==> src/rtl/debounce_pkg.sv <==
// Shared definitions for the input debouncer: FSM state encoding and the
// elaboration-time parameter check used by the top level.
`ifndef DEBOUNCE_PKG_SV
`define DEBOUNCE_PKG_SV

// Expands to a generate block that stops elaboration on an illegal configuration.
`define DEBOUNCE_CHECK_PARAMS(SYNC, CW, SC) \
  if (((SYNC) < 2) || ((SC) < 1) || (64'(SC) >= (64'd1 << (CW)))) begin : g_bad_params \
    $error("input_debounce: illegal SYNC_STAGES/CNT_WIDTH/STABLE_COUNT"); \
  end

package debounce_pkg;

  typedef enum logic {
    ST_STABLE   = 1'b0,
    ST_COUNTING = 1'b1
  } state_t;

endpackage

`endif

==> src/rtl/sync_chain.sv <==
// Multi-flop synchroniser for one asynchronous bit; plain flops, no enable.
// Latency SYNC_STAGES clocks; resets every stage to RESET_LEVEL.
module sync_chain #(
  parameter int SYNC_STAGES = 2,
  parameter bit RESET_LEVEL = 1'b0
) (
  input  logic i_clk,
  input  logic i_reset_n,
  input  logic i_d,
  output logic o_q
);

  logic [SYNC_STAGES-1:0] sync_q;
  logic [SYNC_STAGES-1:0] sync_d;

  assign sync_d = {sync_q[SYNC_STAGES-2:0], i_d};

  always_ff @(posedge i_clk or negedge i_reset_n) begin
    if (!i_reset_n) begin
      sync_q <= {SYNC_STAGES{RESET_LEVEL}};
    end else begin
      sync_q <= sync_d;
    end
  end

  assign o_q = sync_q[SYNC_STAGES-1];

endmodule

==> src/rtl/input_debounce.sv <==
// Debounces a raw asynchronous input: synchronise, then commit a level change only
// after it has held for STABLE_COUNT i_ce ticks; any reversion aborts with o_glitch.
`include "debounce_pkg.sv"

module input_debounce
  import debounce_pkg::*;
#(
  parameter int SYNC_STAGES  = 2,
  parameter int CNT_WIDTH    = 16,
  parameter int STABLE_COUNT = 1000,
  parameter bit RESET_LEVEL  = 1'b0
) (
  input  logic i_clk,
  input  logic i_reset_n,
  input  logic i_ce,
  input  logic i_data,
  output logic o_data,
  output logic o_busy,
  output logic o_glitch
);

  `DEBOUNCE_CHECK_PARAMS(SYNC_STAGES, CNT_WIDTH, STABLE_COUNT)

  localparam logic [CNT_WIDTH-1:0] COUNT_LAST = CNT_WIDTH'(STABLE_COUNT - 1);

  // Reset asserts asynchronously but is released on a clock edge.
  logic [1:0] rst_sync_q;
  logic       rst_n;

  always_ff @(posedge i_clk or negedge i_reset_n) begin
    if (!i_reset_n) begin
      rst_sync_q <= 2'b00;
    end else begin
      rst_sync_q <= {rst_sync_q[0], 1'b1};
    end
  end

  assign rst_n = rst_sync_q[1];

  logic sync_s;

  sync_chain #(
    .SYNC_STAGES (SYNC_STAGES),
    .RESET_LEVEL (RESET_LEVEL)
  ) u_sync_chain (
    .i_clk     (i_clk),
    .i_reset_n (rst_n),
    .i_d       (i_data),
    .o_q       (sync_s)
  );

  state_t               state_q, state_d;
  logic [CNT_WIDTH-1:0] count_q, count_d;
  logic                 data_q, data_d;
  logic                 busy_q, busy_d;
  logic                 glitch_q, glitch_d;

  always_comb begin
    state_d  = state_q;
    count_d  = count_q;
    data_d   = data_q;
    busy_d   = busy_q;
    glitch_d = 1'b0;
    case (state_q)
      ST_STABLE: begin
        if (sync_s != data_q) begin
          state_d = ST_COUNTING;
          count_d = '0;
          busy_d  = 1'b1;
        end
      end
      ST_COUNTING: begin
        // A reversion aborts regardless of i_ce.
        if (sync_s == data_q) begin
          state_d  = ST_STABLE;
          count_d  = '0;
          busy_d   = 1'b0;
          glitch_d = 1'b1;
        end else if (i_ce && (count_q == COUNT_LAST)) begin
          data_d  = sync_s;
          state_d = ST_STABLE;
          count_d = '0;
          busy_d  = 1'b0;
        end else if (i_ce) begin
          count_d = count_q + 1'b1;
        end
      end
      default: begin
        state_d = ST_STABLE;
        count_d = '0;
        busy_d  = 1'b0;
      end
    endcase
  end

  always_ff @(posedge i_clk or negedge rst_n) begin
    if (!rst_n) begin
      state_q  <= ST_STABLE;
      count_q  <= '0;
      data_q   <= RESET_LEVEL;
      busy_q   <= 1'b0;
      glitch_q <= 1'b0;
    end else begin
      state_q  <= state_d;
      count_q  <= count_d;
      data_q   <= data_d;
      busy_q   <= busy_d;
      glitch_q <= glitch_d;
    end
  end

  assign o_data   = data_q;
  assign o_busy   = busy_q;
  assign o_glitch = glitch_q;

endmodule

==> config.mk <==
export PLATFORM = sky130hd
export DESIGN_NAME = input_debounce
export DESIGN_NICKNAME = d
export VERILOG_FILES = /design/src/rtl/sync_chain.sv /design/src/rtl/input_debounce.sv
export VERILOG_INCLUDE_DIRS = /design/src /design/src/rtl
export SDC_FILE = /design/constraint.sdc
export NUM_CORES = 1
export LEC_CHECK = 0
export BUFFER_PORTS_ARGS = -buffer_cell sky130_fd_sc_hd__buf_2
export CORE_MARGIN = 8
export CORE_UTILIZATION = 47
export CTS_CLUSTER_SIZE = 14
export DETAILED_ROUTE_END_ITERATION = 6
export SYNTH_ARGS = -nofsm -noshare
export SYNTH_HDL_FRONTEND = slang
export SYNTH_SLANG_ARGS = --single-unit
==> constraint.sdc <==
create_clock -name i_clk -period 1.4 [get_ports i_clk]
set_input_delay 0.21 -clock i_clk [delete_from_list [all_inputs] [get_ports i_clk]]
set_output_delay 0.21 -clock i_clk [all_outputs]
set_load 0.01 [all_outputs]
==> results of run 1 <==
## kinds of logic (layout without fill, tap and decap cells)
kind of cell	count (synthesis)	after routing
other	1	1
AOI/OAI and AO/OA	32	34
buffers and inverters	15	69
muxes	2	2
and+or+nand+nor	56	56
adders and majority gates	1	1
DFF	24	24
xor gates and xnor gates	1	1
## report_power, final
group | internal, mW | total (mW) | switching (mW) | leakage, nW
clock | 0.289 | 0.512 | 0.222 | 0.0279
combinational | 0.0722 | 0.161 | 0.0883 | 0.445
sequential | 0.708 | 0.718 | 0.00990 | 0.319
## layout by cell type (no fill, tap or decap), types with 2 or more instances in the layout
master,synthesis,final
buf_2,1,6
a21oi_4,0,2
a21oi_2,1,7
a21oi_1,11,4
nand3_1,13,12
o21ai_0,14,2
buf_6,2,2
nand4_1,3,3
dlygate4sd3_1,0,2
buf_4,0,43
nor2_1,6,6
nand2_2,0,2
or3_1,8,8
clkbuf_4,0,3
nand2b_1,2,2
o21ai_1,0,10
o21ai_2,1,3
nand2_1,15,13
dfrtp_1,24,24
inv_1,12,12
a21o_4,0,2
## critical path, stage by stage, from the launching register on
cell     delay, ps
dfrtp_1        420
or4b_4         550
nor4_4         160
buf_6          160
and2_4         140
nand2_2         60
mux2_4         300
## final cells by class
| cell class | instances | area share [%] |
|---|---|---|
| Clock buffer | 3 | 1.25 |
| Clock inverter | 1 | 1.67 |
| Inverter | 12 | 2.51 |
| Multi-Input combinational cell | 95 | 37.0 |
| Sequential cell | 24 | 33.4 |
| Tap cell | 30 | 2.09 |
| Timing Repair Buffer | 53 | 22.0 |
## worst max path at each step
stage,startpoint,to,slack [ps],cells past startpoint
final,count_q[13],o_data,-480,6
after floorplan,count_q[12],o_data,-390,5
after global placement,count_q[12],count_q[12],-410,5
after detailed placement,count_q[0],count_q[12],-490,6
after global routing,count_q[13],o_data,-560,6
after CTS,count_q[12],o_data,-470,6
## sequential cells by signal, summed over array words and instances (netlist names)
| signal | cells |
|---|---|
| state_q | 1 |
| rst_sync_q | 2 |
| o_glitch | 1 |
| o_busy | 1 |
| count_q | 16 |
| u_sync_chain.sync_q | 2 |
| o_data | 1 |
## timing repair
item | in CTS | in global routing
gates resized for setup | 5 | 12
hold endpoints to repair | 3 | 0
endpoints found under the setup margin | 19 | 19
setup buffers | 2 | 6
pin swaps | 0 | 2
gates cloned | 0 | 2
hold buffers | 2 | 0
## metal layers
layer  wire length, um  up-vias  part of all wire (%)  GRT usage (%)
li1                  -      576                     -              -
met1              1430      552                    44           16.6
met2              1730       24                    53           24.7
met3               108        2                   3.3           2.65
met4                20        0                  0.61           4.70
met5                 0        -                     0              0
## stage by stage
| stage | setup WS, ps | utilization (%) | cells | cell area [um^2] |
|---|---|---|---|---|
| floorplan | -394 | - | 132 | 1260 |
| global placement | -410 | 63.8 | 202 | 1580 |
| detailed placement | -493 | 63.8 | 202 | 1580 |
| CTS | -475 | 68.3 | 210 | 1690 |
| global route | -557 | 72.5 | 218 | 1800 |
| finish | -483 | 72.5 | 218 | 1800 |
==> summary.md, run 1 <==
| Metric | Value |
|---|---|
| Status | `finished, violations left` |
| Failing checks | `setup timing` |
| Post-Synth XOR/XNOR Area | `less than 1%` |
| Avg Vias per Cell | `5.29` |
| Layout net count | `around 190` |
| Port Buf Inserts | `6` |
| Die area | `~4500 um^2` |
| Antenna Nets Post-Route | `0` |
| Share of cells above drive strength 1 | `roughly 44%` |
| DRC errors left | `0` |
| Largest area contributor in the netlist | `dfrtp_1` |
| Row count | `18` |
| DIE HEIGHT | `67.2 um` |
| Max-cap violations | `0` |
| Synth async-reset ratio | `100%` |
| Congestion Overflow GR | `0` |
| Fin crit period | `approximately 1900 ps` |
| Final Skew | `approximately 1.1 ps` |
| Sequential area share after synthesis | `between 40% and 50%` |
| Cells after synthesis | `~130` |
| Num CTS Buffers | `3` |
| H-tree levels | `1` |
| Synth Area in Compound Gates | `~15%` |
| GRT Total Usage | `around 14%` |
| Worst reg-to-reg path cell count | `6` |
| Initial Utilization | `about half` |
| Critical path class | `reg -> reg` |
| CP Launch Type | `register` |
| Fin crit share | `135%` |
| Synth area leaders | `dfrtp_1 (49%), o21ai_0 (5.7%), nand3_1 (5.3%)` |
| Diode count | `0` |
| Flop-to-flop setup slack | `-480 ps` |
| Cell variety after synth | `33` |
| Die Width | `~67 um` |
| Placer Congestion | `a little under 0.8` |
| Setup ws final | `-483 ps` |
| Starting DRT DRC Count | `105` |
| Post-synth EDFFs | `0` |
| Top-area cell type share of the netlist area | `approximately half` |
| Drt total wl | `3.29 mm` |
| CP required | `approximately 1600 ps` |
| Num ports | `7` |
| Via count | `1154` |
| TNS Setup | `-7600 ps` |
| Yosys warning total | `0` |
| Clk_lat worst skew | `between 300 and 400 ps` |
| Fin. max-slew vios | `0` |
| Crit end category | `register` |
| DP HPWL | `2.21 mm` |
| Pleak | `around 0.79 nW` |
| Vias in the first global route | `1122` |
| Area occupied by multi-input gates | `roughly 660 um^2` |
| Synth Area in Adders | `1.02%` |
| DR pass1 iterations | `4` |
| Wire per inst | `between 15 and 20 um` |
| Hold Path Class | `in -> async` |
| Mean Syn Cell Area | `between 9 and 10 um^2` |
| Area growth, synth to finish | `45.8%` |
| Most frequent cells after synthesis | `dfrtp_1 (24), nand2_1 (15), o21ai_0 (14)` |
| Worst-case vdd ir drop | `around 0.7 mV` |
| Main combinational cell family by area after synthesis | `simple AND/OR/NAND/NOR gates` |
| Crit path max fanout | `5` |
| Largest net degree at the start of global routing | `16` |
| CTS Sinks | `24` |
| Crit path arrival time | `about 2100 ps` |
| Fillers | `about 180` |
| Syn Std Cell Area | `1230 um^2` |
| Worst R2R End | `o_data` |
| Reg clk slew, reported paths | `between 100 and 150 ps` |
| Register area | `between 600 and 700 um^2` |
| Max Fclk | `between 500 and 600 MHz` |
| Pwr Total | `1.39 mW` |
| Worst hold slack | `174 ps` |
| Largest buffer count on any clock path | `2` |
| Cell with the most instances after synthesis | `dfrtp_1` |
| Synthesis-stage register bit count | `24` |
| Core Box Area | `between 2000 and 2500 um^2` |
| RSZ-0062 raised after global routing | `yes` |
| Top_reg_cell synth | `dfrtp_1` |
| Hold Vio Cnt, Final | `0` |
| Mux contribution to synthesized area | `2.03%` |
| Simple-gate share of the synthesized area | `a little over a quarter` |
| Initial antenna violation count | `0` |
| TritonCTS clock tree | `done` |
| Global-route wire length before repair | `between 4 and 5 mm` |
| R2r startpoint | `count_q[13]` |
| PD cells | `774 nW/um^2` |
| Post-Syn Nets | `approximately 140` |
| Setup violators final | `19` |
| Root Buffer | `clkbuf_4` |
(Power assumes the default switching activity.)
==> run 2, diff against run 1 <==
MAX_ROUTING_LAYER = met4   (was unset)
==> summary.md, run 2 (synthesized netlist as in run 1, its figures left out) <==
| Metric | Value |
|---|---|
| Status | `finished, violations left` |
| Failing checks | `setup timing` |
| Largest register FFs | `16` |
| Congestion Overflow GR | `0` |
| Placer Congestion | `0.792` |
| Diode count | `0` |
| Reg clk slew, reported paths | `around 140 ps` |
| Crit path max fanout | `5` |
| Hold Vio Cnt, Final | `0` |
| Final Skew | `around 3 ps` |
| CTS Sinks | `24` |
| Biggest register | `count_q` |
| Worst reg-to-reg path cell count | `6` |
| Row count | `18` |
| Pleak | `slightly below 0.8 nW` |
| Largest buffer count on any clock path | `2` |
| Worst R2R End | `o_data` |
| Share of cells above drive strength 1 | `between 40% and 50%` |
| Clk pwr share | `about 37%` |
| Num CTS Buffers | `3` |
| Worst path max stage delay | `550 ps` |
| PD cells | `~770 nW/um^2` |
| Setup ws final | `-480 ps` |
| Fin crit share | `134%` |
| Net Sw Frac | `between 20% and 30%` |
| CP bufs+invs | `1` |
| Crit path arrival time | `between 2000 and 2500 ps` |
| Core Util, Final | `72.5%` |
| Core Box Area | `2480 um^2` |
| Initial Utilization | `approximately 50%` |
| Flop-to-flop setup slack | `-480 ps` |
| Starting DRT DRC Count | `~110` |
| Max Fclk | `532 MHz` |
| TritonCTS clock tree | `done` |
| Area growth, synth to finish | `45.8%` |
| DIE HEIGHT | `about 67 um` |
| Commonest non-fill, non-tap cells in the layout | `buf_4 (43), dfrtp_1 (24), nand2_1 (13), nand3_1 (12), inv_1 (12)` |
| DRC errors left | `0` |
| Biggest regs | `count_q x16, rst_sync_q x2, u_sync_chain.sync_q x2` |
| Worst-case vdd ir drop | `slightly below 0.7 mV` |
| Global-route wire length before repair | `~4.9 mm` |
| CP required | `between 1500 and 2000 ps` |
| DP HPWL | `~2.2 mm` |
| Share of power burned in registers | `about half` |
| Die Width | `approximately 67 um` |
| Fin cells | `roughly 220` |
| Critical path class | `reg -> reg` |
| Fin crit period | `~1900 ps` |
| CP Launch Type | `register` |
| Placed Instances | `between 200 and 250` |
| Top delay family on crit path | `simple AND/OR/NAND/NOR gates` |
| Fin. max-slew vios | `0` |
| Layout net count | `between 150 and 200` |
| Port Buf Inserts | `6` |
| Wire per inst | `14.9 um` |
| Antenna Nets Post-Route | `0` |
| Die area | `4510 um^2` |
| Drt total wl | `3.26 mm` |
| R2r startpoint | `count_q[13]` |
| Setup violators final | `19` |
| Vias in the first global route | `1122` |
| Hold Path Class | `in -> async` |
| Max-cap violations | `0` |
| Via count | `roughly 1100` |
| GRT Total Usage | `14.4%` |
| Commonest non-fill, non-tap cell in the layout | `buf_4` |
| Slowest CP cell | `or4b_4` |
| Worst hold slack | `approximately 170 ps` |
| RSZ-0062 raised after global routing | `yes` |
| Internal | `about 1.1 mW` |
| Gate power share | `between 10% and 20%` |
| Root Buffer | `clkbuf_4` |
| Worst-path cell chain | `or4b_4 > nor4_4 > buf_6 > and2_4 > nand2_2 > mux2_4` |
| DR pass1 iterations | `4` |
| Num ports | `7` |
| Clk_lat worst skew | `320 ps` |
| Initial antenna violation count | `0` |
| H-tree levels | `1` |
| Crit end category | `register` |
| Largest net degree at the start of global routing | `16` |
| Avg Vias per Cell | `around 5.2` |
| P_sw | `around 320 uW` |
## run 2: cell counts in the layout (fill, tap and decap cells not counted)
Identical to the previous run, type by type.
## run 2: metrics by stage
stage               power [mW]  setup TNS, ps  setup WS (ps)  instance area, um^2
global route              1.44          -9180           -555                 1800
CTS                       1.38          -6750           -475                 1690
finish                    1.39          -7560           -480                 1800
global placement         0.855          -6970           -410                 1580
floorplan                0.806          -5100           -394                 1260
detailed placement       0.858          -8270           -493                 1580
## run 2: worst max path at each step
stage                            from          end  cells past startpoint
final                     count_q[13]       o_data                      6
after floorplan           count_q[12]       o_data                      5
after global routing      count_q[13]       o_data                      6
after CTS                 count_q[12]       o_data                      6
after detailed placement   count_q[0]  count_q[12]                      6
after global placement    count_q[12]  count_q[12]                      5
## run 2: power by group through the flow
stage                     Sequential, mW  Combinational [mW]  Clock, mW
final                              0.718               0.161      0.509
after global routing               0.721               0.176      0.548
after CTS                          0.718               0.138      0.521
after detailed placement           0.731               0.127          0
after global placement             0.729               0.126          0
after floorplan                    0.741              0.0656          0
## run 2: layout make-up
cell class              count  area, um^2
multi-input cells          95         664
repair buffers             53         395
clock buffers               3        22.5
clock inverters             1        30.0
flip-flops and latches     24         601
well taps                  30        37.5
fillers                   178         682
inverters                  12        45.0
## run 2: routing by layer
metal	wire [um]	up-vias	global-route usage, %
met1	1430	545	16.6
met3	94	2	2.65
met5	0	-	-
met4	19	0	4.70
li1	-	578	-
met2	1720	18	24.7
## run 2: what timing repair did
item                                    4_1_cts  5_1_grt
hold buffers                                  2        0
endpoints found under the setup margin       19       19
cloned                                        0        2
resized for setup                             5       12
endpoints found under the hold margin         3        0
buffers inserted                              2        6
pin swaps                                     0        2
